==> src/rtl/game_round_controller.sv <==
// Wall-game round controller: frame-paced wall advance, goal-window collision
// thresholding, lives/score/speed bookkeeping, and a 1-cycle pixel pass-through.
module game_round_controller #(
    parameter int SCREEN_WIDTH             = 1280,
    parameter int SCREEN_HEIGHT            = 720,
    parameter int GOAL_DEPTH               = 60,
    parameter int GOAL_DEPTH_DELTA         = 10,
    parameter int MAX_WALL_DEPTH           = 75,
    parameter int MAX_FRAMES_PER_WALL_TICK = 15,
    parameter int MIN_FRAMES_PER_WALL_TICK = 2,
    parameter int NUM_LIVES                = 3,
    parameter int NUM_WALLS                = 10,
    parameter int COLLISION_THRESHOLD      = 64
) (
    input  logic                               clk_in,
    input  logic                               rst_in,
    input  logic                               start_in,
    input  logic [10:0]                        hcount_in,
    input  logic [9:0]                         vcount_in,
    input  logic                               data_valid_in,
    input  logic                               is_person_in,
    input  logic                               is_wall_in,
    output logic [10:0]                        hcount_out,
    output logic [9:0]                         vcount_out,
    output logic                               data_valid_out,
    output logic                               is_collision_out,
    output logic [7:0]                         wall_depth_out,
    output logic [3:0]                         wall_idx_out,
    output logic [7:0]                         round_out,
    output logic [$clog2(NUM_LIVES+1)-1:0]     lives_out,
    output logic [15:0]                        score_out,
    output logic [2:0]                         state_out
);
    localparam int LW = $clog2(NUM_LIVES + 1);
    localparam int FW = $clog2(MAX_FRAMES_PER_WALL_TICK + 1);

    localparam logic [10:0]   L_H_LAST      = 11'(SCREEN_WIDTH - 1);
    localparam logic [9:0]    L_V_LAST      = 10'(SCREEN_HEIGHT - 1);
    localparam logic [7:0]    L_CHECK_START = 8'(GOAL_DEPTH - GOAL_DEPTH_DELTA);
    localparam logic [7:0]    L_CHECK_END   = 8'(GOAL_DEPTH + GOAL_DEPTH_DELTA + 1);
    localparam logic [7:0]    L_DEPTH_LAST  = 8'(MAX_WALL_DEPTH - 1);
    localparam logic [FW-1:0] L_MAX_FPT     = FW'(MAX_FRAMES_PER_WALL_TICK);
    localparam logic [FW-1:0] L_MIN_FPT     = FW'(MIN_FRAMES_PER_WALL_TICK);
    localparam logic [LW-1:0] L_LIVES       = LW'(NUM_LIVES);
    localparam logic [LW-1:0] L_ONE_LIFE    = LW'(1);
    localparam logic [3:0]    L_WALL_LAST   = 4'(NUM_WALLS - 1);
    localparam logic [15:0]   L_THRESH      = 16'(COLLISION_THRESHOLD);

    typedef enum logic [2:0] {
        S_IDLE      = 3'd0,
        S_ADVANCE   = 3'd1,
        S_CHECK     = 3'd2,
        S_ROUND_END = 3'd3,
        S_GAME_OVER = 3'd4
    } state_t;

    state_t        r_state,     w_state_nxt;
    logic [7:0]    r_depth,     w_depth_nxt;
    logic [FW-1:0] r_frame_cnt, w_frame_cnt_nxt;
    logic [FW-1:0] r_fpt,       w_fpt_nxt;
    logic [15:0]   r_hit_cnt,   w_hit_cnt_nxt;
    logic          r_hit_flag,  w_hit_flag_nxt;
    logic [7:0]    r_round,     w_round_nxt;
    logic [3:0]    r_wall_idx,  w_wall_idx_nxt;
    logic [15:0]   r_score,     w_score_nxt;
    logic [LW-1:0] r_lives,     w_lives_nxt;

    logic [10:0]   r_hcount;
    logic [9:0]    r_vcount;
    logic          r_valid;
    logic          r_coll;

    logic          w_pix_coll;
    logic          w_new_frame;
    logic          w_in_play;
    logic          w_tick;
    logic [7:0]    w_depth_inc;
    logic [16:0]   w_hit_sum;
    logic [15:0]   w_hit_total;
    logic          w_last_life;

    assign w_pix_coll  = data_valid_in & is_person_in & is_wall_in;
    assign w_new_frame = data_valid_in && (hcount_in == L_H_LAST) && (vcount_in == L_V_LAST);
    assign w_in_play   = (r_state == S_ADVANCE) || (r_state == S_CHECK);
    assign w_tick      = w_new_frame && w_in_play && (r_frame_cnt == r_fpt - 1'b1);
    assign w_depth_inc = r_depth + 8'd1;
    // The frame-end pixel itself contributes to that frame's total.
    assign w_hit_sum   = {1'b0, r_hit_cnt} + {16'd0, w_pix_coll};
    assign w_hit_total = w_hit_sum[16] ? 16'hFFFF : w_hit_sum[15:0];
    assign w_last_life = r_hit_flag && (r_lives == L_ONE_LIFE);

    always_comb begin
        w_state_nxt     = r_state;
        w_depth_nxt     = r_depth;
        w_frame_cnt_nxt = r_frame_cnt;
        w_fpt_nxt       = r_fpt;
        w_hit_cnt_nxt   = '0;
        w_hit_flag_nxt  = r_hit_flag;
        w_round_nxt     = r_round;
        w_wall_idx_nxt  = r_wall_idx;
        w_score_nxt     = r_score;
        w_lives_nxt     = r_lives;

        if (w_in_play && w_new_frame) begin
            w_frame_cnt_nxt = w_tick ? '0 : r_frame_cnt + 1'b1;
        end

        if (r_state == S_CHECK) begin
            if (w_new_frame) begin
                if (w_hit_total >= L_THRESH) begin
                    w_hit_flag_nxt = 1'b1;
                end
            end else begin
                w_hit_cnt_nxt = w_hit_total;
            end
        end

        case (r_state)
            S_IDLE, S_GAME_OVER: begin
                if (start_in) begin
                    w_state_nxt     = S_ADVANCE;
                    w_depth_nxt     = '0;
                    w_frame_cnt_nxt = '0;
                    w_round_nxt     = '0;
                    w_wall_idx_nxt  = '0;
                    w_score_nxt     = '0;
                    w_lives_nxt     = L_LIVES;
                    w_fpt_nxt       = L_MAX_FPT;
                    w_hit_flag_nxt  = 1'b0;
                    w_hit_cnt_nxt   = '0;
                end
            end
            S_ADVANCE: begin
                if (w_tick) begin
                    if (r_depth == L_DEPTH_LAST) begin
                        w_state_nxt = S_ROUND_END;
                    end else begin
                        w_depth_nxt = w_depth_inc;
                        if (w_depth_inc == L_CHECK_START) begin
                            w_state_nxt = S_CHECK;
                        end
                    end
                end
            end
            S_CHECK: begin
                if (w_tick) begin
                    w_depth_nxt = w_depth_inc;
                    if (w_depth_inc == L_CHECK_END) begin
                        w_state_nxt = S_ADVANCE;
                    end
                end
            end
            S_ROUND_END: begin
                if (r_hit_flag) begin
                    w_lives_nxt = r_lives - 1'b1;
                end else begin
                    w_score_nxt = (r_score != 16'hFFFF) ? r_score + 16'd1 : r_score;
                    w_fpt_nxt   = (r_fpt > L_MIN_FPT) ? r_fpt - 1'b1 : L_MIN_FPT;
                end
                // Game over freezes depth/round/wall_idx for display.
                if (w_last_life) begin
                    w_state_nxt = S_GAME_OVER;
                end else begin
                    w_state_nxt     = S_ADVANCE;
                    w_round_nxt     = r_round + 8'd1;
                    w_wall_idx_nxt  = (r_wall_idx == L_WALL_LAST) ? 4'd0 : r_wall_idx + 4'd1;
                    w_depth_nxt     = '0;
                    w_frame_cnt_nxt = '0;
                    w_hit_flag_nxt  = 1'b0;
                end
            end
            default: begin
                w_state_nxt = S_IDLE;
            end
        endcase
    end

    always_ff @(posedge clk_in or posedge rst_in) begin
        if (rst_in) begin
            r_state     <= S_IDLE;
            r_depth     <= '0;
            r_frame_cnt <= '0;
            r_fpt       <= '0;
            r_hit_cnt   <= '0;
            r_hit_flag  <= 1'b0;
            r_round     <= '0;
            r_wall_idx  <= '0;
            r_score     <= '0;
            r_lives     <= '0;
        end else begin
            r_state     <= w_state_nxt;
            r_depth     <= w_depth_nxt;
            r_frame_cnt <= w_frame_cnt_nxt;
            r_fpt       <= w_fpt_nxt;
            r_hit_cnt   <= w_hit_cnt_nxt;
            r_hit_flag  <= w_hit_flag_nxt;
            r_round     <= w_round_nxt;
            r_wall_idx  <= w_wall_idx_nxt;
            r_score     <= w_score_nxt;
            r_lives     <= w_lives_nxt;
        end
    end

    always_ff @(posedge clk_in or posedge rst_in) begin
        if (rst_in) begin
            r_hcount <= '0;
            r_vcount <= '0;
            r_valid  <= 1'b0;
            r_coll   <= 1'b0;
        end else begin
            r_hcount <= hcount_in;
            r_vcount <= vcount_in;
            r_valid  <= data_valid_in;
            r_coll   <= w_pix_coll;
        end
    end

    assign hcount_out       = r_hcount;
    assign vcount_out       = r_vcount;
    assign data_valid_out   = r_valid;
    assign is_collision_out = r_coll;
    assign wall_depth_out   = r_depth;
    assign wall_idx_out     = r_wall_idx;
    assign round_out        = r_round;
    assign lives_out        = r_lives;
    assign score_out        = r_score;
    assign state_out        = r_state;

endmodule

==> config.mk <==
export PLATFORM = sky130hd
export DESIGN_NAME = game_round_controller
export DESIGN_NICKNAME = d
export VERILOG_FILES = /design/src/rtl/game_round_controller.sv
export SDC_FILE = /design/constraint.sdc
export NUM_CORES = 1
export LEC_CHECK = 0
export ABC_AREA = 1
export CORE_MARGIN = 2
export CORE_UTILIZATION = 52
export CTS_CLUSTER_DIAMETER = 60
export DETAILED_ROUTE_END_ITERATION = 8
export GPL_ROUTABILITY_DRIVEN = 0
export PLACE_DENSITY = 0.81
export SKIP_LAST_GASP = 1
export SYNTH_ARGS = -nofsm -noshare
export SYNTH_HDL_FRONTEND = slang
export SYNTH_SLANG_ARGS = --single-unit
export TNS_END_PERCENT = 20
==> constraint.sdc <==
create_clock -name clk_in -period 3.6 [get_ports clk_in]
set_clock_uncertainty 0.15 [all_clocks]
set_input_delay 0.9 -clock clk_in [delete_from_list [all_inputs] [get_ports clk_in]]
set_output_delay 0.9 -clock clk_in [all_outputs]
set_load 0.1 [all_outputs]
==> metrics.txt <==
status=finished clean; critical path's largest stage delay=approximately 510 ps; Total Power=between 3000 and 4000 uW; core area=just under 0.009 sq mm; Mapped Cells=576; antenna violations before repair=0; Nets=712; adder-cell share of the synthesized area=0.03730; worst vdd ir=between 0.4 and 0.5 mV; Cell Int Power=about 1800 uW; maxcap violations=0; final period utilization=0.8572; Worst Path Required=3680 ps; hold slack final=about 360 ps; Die W=99.03 microns; post-route ant nets=0; Synth Area in Compound Gates=0.07887; Hold Crit Class=reg2reg; Worst Setup End Kind=flop; asr flop ratio synth=1.000; post-cts sizing count=0; Buf/Inv on CP=2; post-synthesis cell area=0.004696 sq mm; Synth area leaders=dfrtp_1 47%, nand2_1 11%, inv_1 5.7%; top cell family by delay on the critical path=simple AND/OR/NAND/NOR gates; largest net degree at the start of global routing=61; Psw=1521 uW; RSZ-0062 raised after global routing=false; post-synthesis mux area share=0; Fillers=~710; Clk pin slew, worst setup/hold paths=80 ps; Slew Viols, Final=0; number of iterations in the first detailed-routing pass=4; Crit Path Class=in2reg; clock latency on the worst-skew pair=between 300 and 400 ps; CP Max Fanout=4; Final Cell Area=0.005761 sq mm; total routed wirelength=roughly 10 mm; Final Hold Vio Count=0; Slew @ Worst Pin=about 530 ps; hpwl dp=7.735 mm; Post-synth EDFFs=0; Tot GR Track Use=0.2223; Synthesized Nets=617; Unique masters post-synth=41; post-synthesis simple-gate area fraction=0.3075; # DRC=0; vias in the first global route=about 4000; area delta synth->final=22.68%; GRT Residual Overflow=0; TritonCTS clock tree=done; die span in y=about 99 microns; vias per cell=~5.3; slowest CP cell=clkdlybuf4s50_1; Port Buf Inserts=90; placed instance area=0.005550 sq mm; I/O pin count=a little over 90; number of buffers created by CTS=9; Max Freq=324.1 MHz; postcts setup bufs=0; post-synth top area cell=dfrtp_1; layout cell share with drive strength beyond 1=0.1748; area share of the largest cell type after synthesis=0.4743; Sw Share=0.4567; P_leak=0.002767 uW; crit-path cells=clkdlybuf4s50_1 -> and3_1 -> ha_1 -> ha_1 -> inv_1 -> nor2_1 -> nand2_1 -> nor2_1 -> nand2_1 -> o21ai_0 -> nand2_1 -> nor2_1 -> nand3_1 -> nand2_1 -> a21oi_1; Initial Util=0.5385; clock root buffer=clkbuf_8; # diodes=0; sequential area share after synthesis=0.4743; CP Launch Type=input pin; WP data arrival=about 3200 ps; Reg power frac=0.352; wire length per cell=around 13 microns; synth warn=0; row count=34; Vias=4149; synthesis-stage register bit count=89; endpoints failing setup=0; Detailed Route Iter0 Violations=247; main combinational cell family by area after synthesis=simple AND/OR/NAND/NOR gates; Die ar.=about 0.0098 sq mm; XOR/XNOR Fraction of Synth Area=0.02984; Gate power share=0.425; H-tree depth=3; Final TNS setup=0 ps; Max clock buf depth=2; critical path's most frequent cell=nand2_1; clk sink count=slightly below 90; first-pass GRT wire length=17.86 mm; Hold Buf Count CTS=0; ys flop type=dfrtp_1; syn avg cell area=8.152 sq um; Cell Pwr Density=slightly below 600 mW/mm^2; Slew HR=0.6460; clock power share=0.223; shortest period the worst path allows=between 3000 and 4000 ps
[area by class of cell]
| type | instances | area, sq um | share of cell area |
|---|---|---|---|
| clock inverters | 3 | 65.06 | 0.01129 |
| multi-input cells | 402 | 2130 | 0.3697 |
| inverters | 77 | 290.3 | 0.05039 |
| clock buffers | 12 | 145.1 | 0.02520 |
| flip-flops and latches | 89 | 2227 | 0.3866 |
| well taps | 108 | 135.1 | 0.02346 |
| repair buffers | 92 | 768.2 | 0.1334 |
[cell families after synthesis]
logic type                 Yosys count
AOI/OAI and AO/OA                   61
xor gates and xnor gates            16
buffers and inverters               85
DFF                                 89
adders and majority gates           14
and+or+nand+nor                    311
[metal layers]
| metal | global-route usage | vias up | wire length, microns |
|---|---|---|---|
| met5 | 0 | - | 0 |
| met4 | 0.08219 | 0 | 200 |
| met3 | 0.03333 | 20 | 525 |
| met2 | 0.3669 | 127 | 5112 |
| met1 | 0.2990 | 1951 | 4620 |
| li1 | - | 2051 | - |
[flip-flops by register name, summed over array words and instances (netlist names)]
register          flops
r_hit_cnt            16
score_out            16
hcount_out           11
vcount_out           10
round_out             8
wall_depth_out        8
r_fpt                 4
r_frame_cnt           4
wall_idx_out          4
state_out             3
lives_out             2
data_valid_out        1
is_collision_out      1
r_hit_flag            1
[cells in the mapped netlist, drive strengths merged (3+ instances only)]
library cell and count:
a21oi 24, a22oi 3, and3 3, buf 7, dfrtp 89, ha 14, inv 77, nand2 143
nand3 51, nand4 17, nor2 76, nor3 12, o21ai 23, o31ai 3, or2 4, xnor2 4
xor2 12
[power groups by stage]
stage	combinational [uW]	sequential [uW]	clock, uW
3_3_place_gp	1390	1190	0
6_report	1420	1170	743
2_1_floorplan	668	1640	0
4_1_cts	1420	1170	761
5_1_grt	1520	1190	804
3_5_place_dp	1410	1190	0
[final timing paths]
path                               start  slack (ps)  depth (start not counted)          endpoint
max in group asynchronous         rst_in        1890                          3  is_collision_out
max                        data_valid_in         510                         15        r_hit_flag
min                         round_out[6]         360                          1      round_out[6]
min reg2reg                 round_out[6]         360                          1      round_out[6]
min in group asynchronous         rst_in         740                          2     hcount_out[2]
max reg2reg                 state_out[2]        1330                         11      round_out[6]
[per-stage QoR]
stage,instances,utilization,setup WS (ps)
after CTS,783,0.6605,527.0
final,783,0.6605,514.2
after floorplan,576,-,243.1
after global placement,768,0.6364,308.5
after global routing,783,0.6605,265.7
after detailed placement,768,0.6364,141.2
[layout by cell type (no fill, tap or decap), types with 2 or more instances in the layout]
cell	netlist	final
nor2_4	3	3
and3_1	3	3
a21oi_1	24	24
nor2_2	4	4
nand2_1	135	135
clkbuf_8	0	10
o21a_1	2	2
nand2_2	5	5
buf_4	2	65
xnor2_1	4	4
dfrtp_1	89	89
nor2_1	68	68
o21ai_1	2	2
nand4_1	17	17
clkdlybuf4s50_1	0	26
nand2_4	3	3
nor3_2	2	2
o31ai_1	3	3
clkbuf_1	1	2
or2_1	2	2
nand3_1	48	48
clkinv_2	0	2
xor2_1	12	12
nand3_2	3	3
bufinv_16	0	2
inv_1	71	70
inv_2	6	6
o21ai_0	13	13
a22oi_1	3	3
a31oi_1	2	2
nor3_1	10	10
nor4_1	2	2
ha_1	14	14
or2_2	2	2
o21ai_2	8	8
(Power assumes the default switching activity.)
